==> src/rtl/hazard_pkg.sv <==
// hazard_pkg: shared types and constants for the pipeline hazard controller
package hazard_pkg;
  typedef enum logic [1:0] {
    FWD_REG = 2'b00,
    FWD_W   = 2'b01,
    FWD_M   = 2'b10
  } fwd_sel_t;
  typedef enum logic [1:0] {
    RUN,
    DRAIN,
    HALTED,
    STEP
  } hz_state_t;
  localparam int DEFAULT_DRAIN_CYCLES = 3;
endpackage

==> src/rtl/hazard_ctrl_fwd_sel.sv <==
// fwd_sel: E-stage operand bypass select for one source register, M over W
module fwd_sel
  import hazard_pkg::*;
(
  input  logic [4:0] src,
  input  logic [4:0] addr_m,
  input  logic       en_m,
  input  logic [4:0] addr_w,
  input  logic       en_w,
  output fwd_sel_t   sel
);
  logic w_hit_m;
  logic w_hit_w;
  assign w_hit_m = en_m && addr_m != 5'd0 && addr_m == src;
  assign w_hit_w = en_w && addr_w != 5'd0 && addr_w == src;
  assign sel = w_hit_m ? FWD_M : w_hit_w ? FWD_W : FWD_REG;
endmodule

==> src/rtl/hazard_ctrl.sv <==
// hazard_ctrl: forwarding, load-use stall, branch flush, debug halt/step FSM
// and saturating stall/flush counters for the 5-stage MIPS pipeline
module hazard_ctrl
  import hazard_pkg::*;
#(
  parameter int CNT_W        = 32,
  parameter int DRAIN_CYCLES = DEFAULT_DRAIN_CYCLES
) (
  input  logic             clk,
  input  logic             reset,
  input  logic [4:0]       rsD,
  input  logic [4:0]       rtD,
  input  logic [4:0]       rsE,
  input  logic [4:0]       rtE,
  input  logic [4:0]       regWriteAddrE,
  input  logic [4:0]       regWriteAddrM,
  input  logic [4:0]       regWriteAddrW,
  input  logic             RegWriteEnableE,
  input  logic             RegWriteEnableM,
  input  logic             RegWriteEnableW,
  input  logic             MemtoRegE,
  input  logic             BranchM,
  input  logic             zeroM,
  input  logic             haltReq,
  input  logic             stepReq,
  output logic [1:0]       forwardAE,
  output logic [1:0]       forwardBE,
  output logic             forwardAD,
  output logic             forwardBD,
  output logic             stallF,
  output logic             stallD,
  output logic             flushD,
  output logic             flushE,
  output logic             flushM,
  output logic             pcSrcM,
  output logic             halted,
  output logic [CNT_W-1:0] stallCnt,
  output logic [CNT_W-1:0] flushCnt
);
  localparam int DC_W = $clog2(DRAIN_CYCLES + 1);
  localparam logic [DC_W-1:0] DC_INIT = DC_W'(DRAIN_CYCLES - 1);
  hz_state_t        r_state;
  hz_state_t        w_state_n;
  logic [DC_W-1:0]  r_dc;
  logic [DC_W-1:0]  w_dc_n;
  logic [CNT_W-1:0] r_stall_cnt;
  logic [CNT_W-1:0] r_flush_cnt;
  fwd_sel_t         w_fa;
  fwd_sel_t         w_fb;
  logic             w_lu;
  logic             w_tk;
  logic             w_hold;
  logic             w_stall_inc;
  fwd_sel u_fwd_a (
    .src(rsE), .addr_m(regWriteAddrM), .en_m(RegWriteEnableM),
    .addr_w(regWriteAddrW), .en_w(RegWriteEnableW), .sel(w_fa)
  );
  fwd_sel u_fwd_b (
    .src(rtE), .addr_m(regWriteAddrM), .en_m(RegWriteEnableM),
    .addr_w(regWriteAddrW), .en_w(RegWriteEnableW), .sel(w_fb)
  );
  assign forwardAE = w_fa;
  assign forwardBE = w_fb;
  assign forwardAD = RegWriteEnableW && regWriteAddrW != 5'd0 && regWriteAddrW == rsD;
  assign forwardBD = RegWriteEnableW && regWriteAddrW != 5'd0 && regWriteAddrW == rtD;
  // RegWriteEnableE is not needed: a load always writes its destination
  assign w_lu = MemtoRegE && regWriteAddrE != 5'd0 &&
                (regWriteAddrE == rsD || regWriteAddrE == rtD);
  assign w_tk = BranchM && zeroM;
  // Pipeline is frozen in DRAIN/HALTED; STEP lets exactly one instruction through
  assign w_hold = (r_state == RUN) ? w_lu : (r_state != STEP);
  assign stallF = w_hold && !w_tk;
  assign stallD = w_hold && !w_tk;
  assign flushE = w_hold || w_tk;
  assign flushD = w_tk;
  assign flushM = w_tk;
  assign pcSrcM = w_tk;
  assign halted = r_state == HALTED;
  assign stallCnt = r_stall_cnt;
  assign flushCnt = r_flush_cnt;
  assign w_stall_inc = r_state == RUN && w_lu && !w_tk;
  always_comb begin
    w_state_n = r_state;
    w_dc_n = r_dc;
    case (r_state)
      RUN: begin
        w_state_n = haltReq ? DRAIN : RUN;
        w_dc_n = haltReq ? DC_INIT : r_dc;
      end
      DRAIN: begin
        w_state_n = (r_dc == '0) ? HALTED : DRAIN;
        w_dc_n = (r_dc == '0) ? r_dc : r_dc - 1'b1;
      end
      HALTED: w_state_n = !haltReq ? RUN : stepReq ? STEP : HALTED;
      STEP: begin
        w_state_n = DRAIN;
        w_dc_n = DC_INIT;
      end
      default: w_state_n = RUN;
    endcase
  end
  always_ff @(posedge clk) begin
    if (reset) begin
      r_state <= RUN;
      r_dc <= '0;
      r_stall_cnt <= '0;
      r_flush_cnt <= '0;
    end else begin
      r_state <= w_state_n;
      r_dc <= w_dc_n;
      if (w_stall_inc && !(&r_stall_cnt)) r_stall_cnt <= r_stall_cnt + 1'b1;
      if (w_tk && !(&r_flush_cnt)) r_flush_cnt <= r_flush_cnt + 1'b1;
    end
  end
endmodule

==> config.mk <==
export PLATFORM = sky130hd
export DESIGN_NAME = hazard_ctrl
export DESIGN_NICKNAME = d
export VERILOG_FILES = /design/src/rtl/hazard_pkg.sv /design/src/rtl/hazard_ctrl_fwd_sel.sv /design/src/rtl/hazard_ctrl.sv
export SDC_FILE = /design/constraint.sdc
export NUM_CORES = 1
export LEC_CHECK = 0
export BUFFER_PORTS_ARGS = -buffer_cell sky130_fd_sc_hd__buf_2
export CORE_ASPECT_RATIO = 0.7
export CORE_MARGIN = 2
export CORE_UTILIZATION = 48
export CTS_BUF_LIST = sky130_fd_sc_hd__clkbuf_8
export DETAILED_ROUTE_END_ITERATION = 8
export PLACE_DENSITY = 0.78
export RECOVER_POWER = 100
export SYNTH_ARGS = -nofsm -noshare
export SYNTH_HDL_FRONTEND = slang
export SYNTH_SLANG_ARGS = --single-unit
==> constraint.sdc <==
create_clock -name clk -period 2 [get_ports clk]
set_clock_uncertainty 0.2 [all_clocks]
set_input_delay 0.4 -clock clk [delete_from_list [all_inputs] [get_ports clk]]
set_output_delay 0.4 -clock clk [all_outputs]
set_load 0.1 [all_outputs]
Yosys cells after proc, flatten, opt, wreduce, memory -nomap -nowiden:

Index checks and enable logic that the tools add are counted.

* bits of input ports: 45
* register bits after elaboration: 68

* equal/unequal tests: 14
* reduce and logical (&&, ||, !) cells: 30
* add/subtract/negate cells: 3
* muxes and demuxes: 13

Operators by type and width (count)
* $add A32 B1 Y32 const B: 2
* $reduce_and A32 Y1: 2
* $eq A5 B5 Y1: 8
* $logic_and A1 B1 Y1: 16
* $reduce_bool A5 Y1: 3
* $mux W2: 6
* $pmux W2 S4: 1
* $ne A2 B2 Y1 const B: 3
* $pmux W2 S3: 1
* $mux W1: 5
* $eq A2 B2 Y1 const B: 2
* $logic_not A2 Y1: 2
* $logic_not A1 Y1: 3
* $reduce_and A3 Y1: 1
* $reduce_bool A3 Y1: 1
* $eq A2 B1 Y1 const B: 1
* $logic_or A1 B1 Y1: 2
* $sub A2 B1 Y2 const B: 1

Longest topological paths before layout:

Gate-level depths: netlist (run 1).

* depth after elaboration: 6
* mapped depth: 8
* gate-level depth less buffers: 7

Hierarchy:

Synthesis (run 1) repeated with hierarchy kept, for this count alone.

* cells, all modules: 480
* area total of the unflattened synthesis: 4005.1 sq um

By module, submodules not included
* hazard_ctrl: seq. area each 1361.3 sq um, cells an instance 438, area an instance 3687.3 sq um, instances 1
* fwd_sel: seq. area each 0.0 sq um, cells an instance 21, area an instance 158.9 sq um, instances 2

Worst setup path before layout (run 1):

Ideal clock, no wire load.

* path kind: input port to output port
* from: in regWriteAddrW[3]
* to: out forwardAE[0]
* buffers on the path: 1
* required time: 1.400 ns
* path slack: -2.821 ns
* data arrival time: 4.221 ns
* stages: 5
* cell sequence: clkbuf_1 or4_1 o21ai_0 or4_1 nor4_1

* word-level cells in the longest chain between the ends: 5
* elaborated cells between the ends (all ways): 6

Ends and longest elaborated chain
* from (decl): line hazard_ctrl.sv:17 `input logic [4:0] regWriteAddrW,`
* $reduce_bool A5 Y1: line hazard_ctrl_fwd_sel.sv:15 `assign w_hit_w = en_w && addr_w != 5'd0 && addr_w == src;`
* $logic_and A1 B1 Y1: line hazard_ctrl_fwd_sel.sv:15
* $logic_and A1 B1 Y1 *: line hazard_ctrl_fwd_sel.sv:15
* $mux W1 *: line hazard_ctrl_fwd_sel.sv:16 `assign sel = w_hit_m ? FWD_M : w_hit_w ? FWD_W : FWD_REG;`
* $mux W2 *: line hazard_ctrl_fwd_sel.sv:16
* to (decl): line hazard_ctrl.sv:26 `output logic [1:0] forwardAE,`

Every way passes the cells marked *; elsewhere a longest branch is shown, timed or not.

Worst setup path in the final report (run 1):

* from: in regWriteAddrE[3]
* to: out stallF

* word-level cells in the longest chain between the ends: 5
* elaborated cells between the ends (all ways): 8

Ends and longest elaborated chain
* from (decl): line hazard_ctrl.sv:15 `input logic [4:0] regWriteAddrE,`
* $eq A5 B5 Y1 or $reduce_bool A5 Y1 (tied branches): line hazard_ctrl.sv:68, hazard_ctrl.sv:67
* $logic_or A1 B1 Y1 or $logic_and A1 B1 Y1 (tied branches): line hazard_ctrl.sv:68, hazard_ctrl.sv:67
* $logic_and A1 B1 Y1 *: line hazard_ctrl.sv:67 `assign w_lu = MemtoRegE && regWriteAddrE != 5'd0 &&`
* $mux W1 *: line hazard_ctrl.sv:71 `assign w_hold = (r_state == RUN) ? w_lu : (r_state != STEP);`
* $logic_and A1 B1 Y1 *: line hazard_ctrl.sv:72 `assign stallF = w_hold && !w_tk;`
* to (decl): line hazard_ctrl.sv:30 `output logic stallF,`

Marked as above.

==> impl_metrics.tcl, run 1 <==
set metrics [dict create \
    min_from "haltReq" \
    cts_tree "yes" \
    synth.cell_area_um2 4006 \
    synth_compound_area_share_pct 9.838 \
    finalSetupTns_ps -25910 \
    syn_avg_cell_area_um2 8.312 \
    yosys_most_used_dff "dfxtp_1" \
    syn_to_final_growth_pct 75.92 \
    maxSlewViolCount 0 \
    rrSetupSlack_ps -510 \
    status "finished with violations" \
    arrival_ps 2390 \
    chipWidth_um 113.2 \
    cp_max_fo 2 \
    synth_top_family_by_area "simple AND/OR/NAND/NOR gates" \
    gp_congestion 0.8938 \
    synthMuxAreaShare_pct 2.498 \
    drtIter0Drc 864 \
    clk_path_buf_depth 2 \
    synth_fa_ha_area_share_pct 0.9369 \
    p_comb_share_pct 24.0 \
    routedWlPerCell_um 25.23 \
    wl_met3_mm 2.537 \
    dp_hpwl_mm 9.206 \
    synth_xor_area_share_pct 15.74 \
    synth_cell_types 50 \
    drtPass1Iterations 9 \
    max_slew_margin_pct 34.51 \
    diodes 0 \
    swShare_pct 32.42 \
    holdWs_ps 177.4 \
    viasPerCell 6.568 \
    synth-seq-area-share_pct 33.98 \
    worst_pin_slew_ps 982.4 \
    clkPwrFrac_pct 37.5 \
    core_um2 7973 \
    vdd_drop_max_v 0.0004576 \
    period_share_pct 149.3 \
    fmax_ghz 0.3348 \
    path_class "in -> out" \
    layout-drive-gt1-share_pct 61.72 \
    antenna_found_initial 0 \
    p_int_mw 2.301 \
    critical_path.startpoint_type "input pin" \
    yosys.area_share.simple_pct 32.26 \
    min_path_type "in -> reg" \
    wl_met1_mm 7.271 \
    clkSlewWorstSetupHoldPaths_ps 80 \
    rsz0062_at_grt "yes" \
    first_global_vias 4676 \
    p_seq_share_pct 38.6 \
    async_reset_ff_share_pct 0 \
    syn_inst 482 \
    start_util_pct 50.25 \
    routed_wl_mm 20.74 \
    syn_nets 530 \
    synth_edf_count 0 \
    clk-insertion-delay-late_ps 370 \
    grt-ovfl-total 0 \
    fill_cells 312 \
    setup_viol 49 \
    ys.warnings.count 0 \
    worstSetupEndpointType "primary output" \
    die-area_um2 9105 \
    min_path_cells 3 \
    rows 27 \
    dr.max_layer_used "met5" \
    grt_max_degree 46 \
    fin_crit_ps 2987 \
    p_per_area_nw_per_um2 483.0 \
    whs_endpoint "r_state[0]" \
    die_h_um 80.44 \
    root_buffer "clkbuf_8" \
    failed_checks "DRC, setup timing" \
    detail-route-antenna-nets 0 \
    io_pins 122 \
    final.setup.worst_slack_ps -986.7 \
    routed-via-count 5399 \
    htree_levels 3 \
    numCtsBuffers 9 \
    synth-seq-cells 68 \
    worstPathRequired_ps 1400 \
    rr_worst_depth 7 \
    final_nets 764 \
    io_buffers 120 \
    route.met2.wl_mm 9.129 \
    final_hold_viol_count 0 \
    r2r-end "stallCnt[30]" \
    p_sw_mw 1.104 \
    leakage_nw 2.939 \
    cts_sinks 68 \
    maxCapViolCount 0 \
    rr_startpoint "r_state[0]" \
    grt_pass1_wl_mm 24.66 \
    drc 11 \
    track_usage_pct 34.42 \
]
routing by layer:
metal	vias up	track usage, %
li1	2197	-
met2	479	57.25
met4	2	13.78
met3	189	8.830
met1	2532	42.94
met5	-	0
area by class of cell:
cell class | count | area, um2 | area share [%]
Multi-Input combinational cell | 379 | 3219 | 45.68
Tap cell | 101 | 126.4 | 1.793
Timing Repair Buffer | 246 | 1882 | 26.70
Clock buffer | 9 | 123.9 | 1.758
Clock inverter | 7 | 83.83 | 1.189
Sequential cell | 68 | 1568 | 22.24
Inverter | 12 | 45.04 | 0.6391
repair_timing:
action | 4_1_cts | 5_1_grt
hold buffers | 0 | 0
gates resized for setup | 80 | 64
endpoints found under the setup margin | 41 | 56
endpoints found under the hold margin | 0 | 0
gates cloned | 3 | 0
pin swaps | 32 | 40
setup buffers | 16 | 17
cell usage after synthesis (8+ instances only):
cell / instances / area (um2)
dfxtp_1: 68 / 1361
nor2_1: 51 / 191.4
xor2_1: 38 / 332.8
nand2_1: 35 / 131.4
xnor2_1: 34 / 297.8
nand3_1: 32 / 160.2
a21oi_1: 20 / 100.1
o21ai_0: 20 / 100.1
nand4_1: 19 / 118.9
or4_1: 16 / 120.1
or3_1: 13 / 81.33
inv_1: 12 / 45.04
nor2b_1: 12 / 75.07
and3_1: 11 / 68.82
clkbuf_1: 11 / 41.29
nor4_1: 10 / 62.56
and4_1: 8 / 70.07
power by group through the flow:
stage	Sequential [mW]	Combinational, mW	Clock, mW
after global routing	1.31	0.836	1.32
after floorplan	1.36	0.377	0
final	1.31	0.816	1.28
after CTS	1.31	0.685	1.23
after detailed placement	1.34	0.586	0
after global placement	1.34	0.568	0
registers in the layout, summed over array words and instances, names as in the netlist:
register,count
r_dc,2
stallCnt,32
r_state,2
flushCnt,32
cell usage in the layout (no fill, tap or decap), types with 5 or more instances in the layout:
master    count
nand3_1      23
clkbuf_8      9
xor2_1       36
nand4_1      19
xnor2_2      11
buf_12       12
nor2b_1      11
o21ai_0       7
buf_6        34
nor2_1       44
a21oi_1      11
or4_4        14
dfxtp_4      50
clkbuf_2     64
buf_2        36
or3_1         5
nor3_2        5
nand2_1      34
and3_1        8
nor4_4        7
a21oi_2       8
nand3_2       7
o21ai_1       8
inv_1        14
and4_4        7
buf_4        95
or3_4         8
dfxtp_2      15
xnor2_1      23
how the worst max path moves through the flow:
| stage | slack [ps] | from | to |
|---|---|---|---|
| 2_1_floorplan | -880 | regWriteAddrM[0] | forwardAE[0] |
| 3_3_place_gp | -580 | regWriteAddrE[1] | stallF |
| 3_5_place_dp | -600 | BranchM | stallCnt[28] |
| 4_1_cts | -480 | regWriteAddrE[1] | stallD |
| 5_1_grt | -1060 | regWriteAddrE[1] | stallF |
| 6_report | -990 | regWriteAddrE[3] | stallF |
kinds of logic (layout without fill, tap and decap cells):
group                      Yosys count  after routing
and+or+nand+nor                    231            233
xor gates and xnor gates            72             72
DFF                                 68             68
AOI/OAI and AO/OA                   62             62
buffers and inverters               37            274
muxes                                9              9
adders and majority gates            3              3
critical path: stages:
cell and delay, ps:
buf_2 130, buf_6 130, xnor2_1 620, nand2_1 150, o22ai_2 240, a211o_1 220, o21ai_4 120, nor2_4 170
buf_12 200
per-stage QoR:
step / setup slack [ps] / power [mW] / cell area (um2) / util (%) / instances
after floorplan: -878.1 / 1.737 / 4597 / - / 482
after global placement: -581.5 / 1.903 / 5984 / 75.06 / 776
after detailed placement: -595.4 / 1.921 / 5984 / 75.06 / 776
after CTS: -477.1 / 3.225 / 6686 / 83.87 / 808
after global routing: -1065 / 3.473 / 7048 / 88.40 / 822
final: -986.7 / 3.404 / 7048 / 88.40 / 822
No activity file was read; power rests on OpenSTA's default activity.
==> run 2: changes to the inputs <==
--- a/config.mk
+++ b/config.mk
@@ -11,8 +11,9 @@
 export CORE_UTILIZATION = 48
 export CTS_BUF_LIST = sky130_fd_sc_hd__clkbuf_8
 export DETAILED_ROUTE_END_ITERATION = 8
-export PLACE_DENSITY = 0.78
+export PLACE_DENSITY = 0.76
 export RECOVER_POWER = 100
+export SLEW_MARGIN = 25
 export SYNTH_ARGS = -nofsm -noshare
 export SYNTH_HDL_FRONTEND = slang
 export SYNTH_SLANG_ARGS = --single-unit
==> impl_metrics.tcl, run 2 (synthesis gave the netlist of run 1 again) <==
set metrics [dict create \
    gp_congestion 0.8398 \
    fmax_ghz 0.3851 \
    worstSetupEndpointType "primary output" \
    path_cells "buf_6, or4_4, o21a_1, a211o_1, o21ai_4, nor2_4, buf_12" \
    diodes 0 \
    rr_startpoint "r_state[1]" \
    r2r-end "stallCnt[17]" \
    crit_start "regWriteAddrE[1]" \
    failed_checks "DRC, setup timing" \
    cp_slowest_stage_delay_ps 600 \
    critPathSlowestCell "or4_4" \
    finalSetupTns_ps -12080 \
    core_um2 7973 \
    ff_latch_area_um2 1575 \
    max_slew_margin_pct 50.34 \
    cts_tree "yes" \
    clk-insertion-delay-late_ps 370 \
    die-area_um2 9105 \
    antenna_found_initial 0 \
    grt_max_degree 30 \
    leakage_nw 3.123 \
    syn_to_final_growth_pct 80.48 \
    cts_sinks 68 \
    rsz0062_at_grt "yes" \
    drc 8 \
    io_buffers 120 \
    routed_wl_mm 21.29 \
    final_hold_viol_count 0 \
    final_cell_area_um2 7231 \
    p_per_area_nw_per_um2 443.6 \
    drtIter0Drc 1011 \
    maxCapViolCount 0 \
    rr_worst_depth 8 \
    cp_max_fo 2 \
    mostFrequentLayoutCell "buf_4" \
    arrival_ps 2000 \
    numCtsBuffers 9 \
    critical_path.startpoint_type "input pin" \
    final_nets 779 \
    viasPerCell 6.695 \
    crit_end "stallD" \
    rrSetupSlack_ps -430 \
    layout_common_cells "buf_4 (115), buf_2 (98), dfxtp_4 (53)" \
    setup_viol 48 \
    maxSlewViolCount 0 \
    dp_hpwl_mm 9.308 \
    layout-drive-gt1-share_pct 62.91 \
    pre_cts_ws_ps -588.9 \
    cpLargestDelayFamily "simple AND/OR/NAND/NOR gates" \
    detail-route-antenna-nets 0 \
    p_total_mw 3.207 \
    fin_crit_ps 2597 \
    vdd_drop_max_v 0.0003691 \
    grt-ovfl-total 0 \
    dpl_cell_area_um2 6062 \
    grt_pass1_wl_mm 22.34 \
    routedWlPerCell_um 25.43 \
    start_util_pct 50.25 \
    clk_path_buf_depth 2 \
    fill_cells 263 \
    multi_input_comb_area_um2 3296 \
    routed-via-count 5604 \
    chipWidth_um 113.2 \
    min_path_type "in -> reg" \
    die_h_um 80.44 \
    period_share_pct 129.8 \
    crit_buf_inv 2 \
    worstPathRequired_ps 1400 \
    io_pins 122 \
    drtPass1Iterations 9 \
    htree_levels 3 \
    status "finished with violations" \
    postCtsHoldBufs 0 \
    worst_pin_slew_ps 738.6 \
    cp_num_cells 7 \
    utilization_pct 90.69 \
    rows 27 \
    clkSlewWorstSetupHoldPaths_ps 80 \
    root_buffer "clkbuf_8" \
    path_class "in -> out" \
    first_global_vias 4486 \
    final.setup.worst_slack_ps -596.6 \
    track_usage_pct 31.00 \
]
## run 2: cell count changes in the layout (fill, tap and decap cells not counted), moves of 4 or more
cell / delta
buf_2: +62
buf_4: +20
clkbuf_2: -64
clkbuf_4: -4
nand2_1: -4
xnor2_2: -5
## run 2: report_power, final
group          internal (mW)  leakage (nW)  switching, mW  total [mW]
clock network          0.471        0.0923          0.577        1.05
logic                  0.352          2.43          0.498       0.850
registers               1.30         0.598         0.0143        1.31
## run 2: worst min path at each step
stage                 start           end  slack, ps  cells past startpoint
2_1_floorplan       r_dc[0]       r_dc[0]        260                      2
3_3_place_gp        r_dc[0]       r_dc[0]        270                      2
3_5_place_dp   stallCnt[30]  stallCnt[30]        280                      2
4_1_cts             haltReq    r_state[1]        140                      3
5_1_grt             haltReq    r_state[1]        190                      3
6_report            haltReq    r_state[1]        200                      3
## run 2: through the flow
stage | instances | hold WS [ps]
final | 837 | 201.3
after detailed placement | 783 | 283.1
after floorplan | 482 | 261.8
after global placement | 783 | 268.7
after CTS | 819 | 144.1
after global routing | 837 | 194.6
## run 2: layout make-up
cell class                 count  area share, %
multi-input combinational    380          45.58
sequential                    68          21.79
clock buffer                  10          1.903
clock inverter                 6         0.4499
tap                          101          1.748
inverter                      12         0.6229
timing repair buffer         260          27.91
## run 2: per-layer routing
metal	vias up	share of wire, %	GRT usage (%)
li1	2223	-	-
met1	2565	35	37.28
met2	604	44	54.13
met3	212	12	7.623
met4	0	7.9	11.34
met5	-	0	0
## run 2: repair_timing
| item | 4_1_cts | 5_1_grt |
|---|---|---|
| pin swaps | 34 | 47 |
| cloned | 2 | 1 |
| hold endpoints to repair | 0 | 0 |
| endpoints found under the setup margin | 37 | 56 |
| resized for setup | 68 | 77 |
| setup buffers | 21 | 25 |
## run 2: worst min-delay path: stages
cell,delay [ps]
buf_2,140
a22oi_1,90
nor2_1,100
==> run 3: changes to the inputs <==
--- a/config.mk
+++ b/config.mk
@@ -11,7 +11,7 @@
 export CORE_UTILIZATION = 48
 export CTS_BUF_LIST = sky130_fd_sc_hd__clkbuf_8
 export DETAILED_ROUTE_END_ITERATION = 8
-export PLACE_DENSITY = 0.76
+export PLACE_DENSITY = 0.77
 export RECOVER_POWER = 100
 export SLEW_MARGIN = 25
 export SYNTH_ARGS = -nofsm -noshare
==> impl_metrics.tcl, run 3 (synthesis gave the netlist of run 1 again) <==
set metrics [dict create \
    critical_path.startpoint_type "input pin" \
    grt_pass1_wl_mm 22.11 \
    die-area_um2 9105 \
    worst_pin_slew_ps 571.6 \
    routed-via-count 5344 \
    cts_sinks 68 \
    antenna_found_initial 0 \
    final.setup.worst_slack_ps -693.5 \
    min_path_type "in -> reg" \
    setup_viol 72 \
    grt-ovfl-total 0 \
    fin_crit_ps 2693 \
    clk-insertion-delay-late_ps 360 \
    p_sw_mw 1.054 \
    vdd_drop_max_v 0.0004312 \
    syn_to_final_growth_pct 74.33 \
    fmax_ghz 0.3713 \
    first_global_vias 4516 \
    crit_start "regWriteAddrE[0]" \
    rsz0062_at_grt "yes" \
    root_buffer "clkbuf_8" \
    rr_startpoint "stallCnt[24]" \
    clkPwrFrac_pct 32.5 \
    dp_hpwl_mm 9.355 \
    min_from "haltReq" \
    layout-drive-gt1-share_pct 61.96 \
    failed_checks "DRC, setup timing" \
    p_seq_share_pct 42.2 \
    p_int_mw 2.041 \
    worstSetupEndpointType "flop" \
    viasPerCell 6.485 \
    max_slew_margin_pct 62.06 \
    drtPass1Iterations 8 \
    arrival_ps 2740 \
    p_per_area_nw_per_um2 443.2 \
    maxCapViolCount 0 \
    drtIter0Drc 640 \
    diodes 0 \
    cp_max_fo 6 \
    rows 27 \
    swShare_pct 34.06 \
    numCtsBuffers 9 \
    htree_levels 3 \
    worstPathRequired_ps 2040 \
    status "finished with violations" \
    start_util_pct 50.25 \
    core_um2 7973 \
    die_h_um 80.44 \
    cts_tree "yes" \
    final_cells 824 \
    pre_cts_ws_ps -621.0 \
    dp.cells 776 \
    detail-route-antenna-nets 0 \
    period_share_pct 134.7 \
    routed_wl_mm 19.17 \
    rrSetupSlack_ps -490 \
    layout_common_cells "buf_4 (98), clkbuf_2 (65), dfxtp_4 (52)" \
    io_pins 122 \
    leakage_nw 2.921 \
    final_nets 766 \
    routedWlPerCell_um 23.27 \
    maxSlewViolCount 0 \
    p_comb_share_pct 25.3 \
    io_buffers 120 \
    clkSlewWorstSetupHoldPaths_ps 80 \
    path_class "in -> reg" \
    clk_path_buf_depth 2 \
    mostFrequentLayoutCell "buf_4" \
    grt_max_degree 22 \
    gp_congestion 0.8809 \
    final_hold_viol_count 0 \
    chipWidth_um 113.2 \
    track_usage_pct 30.68 \
    drc 9 \
]
-- run 3: cell count changes in the layout (fill, tap and decap cells not counted), sizes merged --
cell,change
buf,-79
clkbuf,+67
clkinv,+2
clkinvlp,-1
nand2,-1
nand3b,-1
-- run 3: stage by stage --
step / util [%] / power, mW / setup TNS (ps) / cell area, um2 / hold WS, ps
finish: 87.60 / 3.096 / -17750 / 6984 / 181.3
global route: 87.60 / 3.168 / -20750 / 6984 / 175.8
CTS: 81.69 / 2.967 / -4852 / 6513 / 146.3
detailed placement: 74.91 / 1.919 / -17130 / 5972 / 291.0
global placement: 74.91 / 1.902 / -15040 / 5972 / 268.2
floorplan: - / 1.737 / -9072 / 4597 / 261.8
-- run 3: per-layer routing --
layer  up-vias  track usage (%)  routed length (um)
met5         -                0                   0
met4         0            12.20                1407
met3       157            7.698                2050
met2       464            54.13                8804
met1      2516            36.02                6912
li1       2207                -                   -
-- run 3: critical path: stages --
cell	delay (ps)
buf_2	140
xnor2_2	200
nand3_1	140
o22ai_2	390
buf_6	190
nand3b_4	150
buf_6	170
buf_6	110
buf_6	120
or4_1	450
a21oi_1	270
-- run 3: worst paths after layout --
kind                  endpoint  cells after the start
hold reg to reg   flushCnt[11]                      2
setup / recovery   stallCnt[9]                     11
hold / removal      r_state[1]                      3
setup reg to reg   stallCnt[9]                      9
-- run 3: cell type report --
type	count	area, um2
Sequential cell	68	1572
Clock inverter	7	36.28
Fill cell	326	988.4
Timing Repair Buffer	249	1859
Inverter	12	45.04
Clock buffer	9	123.9
Tap cell	101	126.4
Multi-Input combinational cell	378	3222
-- run 3: timing repair --
action,in CTS,in global routing
pin swaps,18,40
hold buffers,0,0
gates cloned,0,1
endpoints found under the setup margin,36,60
buffers inserted,10,24
gates resized for setup,61,78
-- run 3: power groups by stage --
stage               combinational [mW]  clock (mW)  sequential, mW
CTS                              0.675       0.988            1.30
detailed placement               0.584           0            1.34
finish                           0.782        1.01            1.31
floorplan                        0.377           0            1.36
global route                     0.805        1.05            1.31
global placement                 0.567           0            1.34
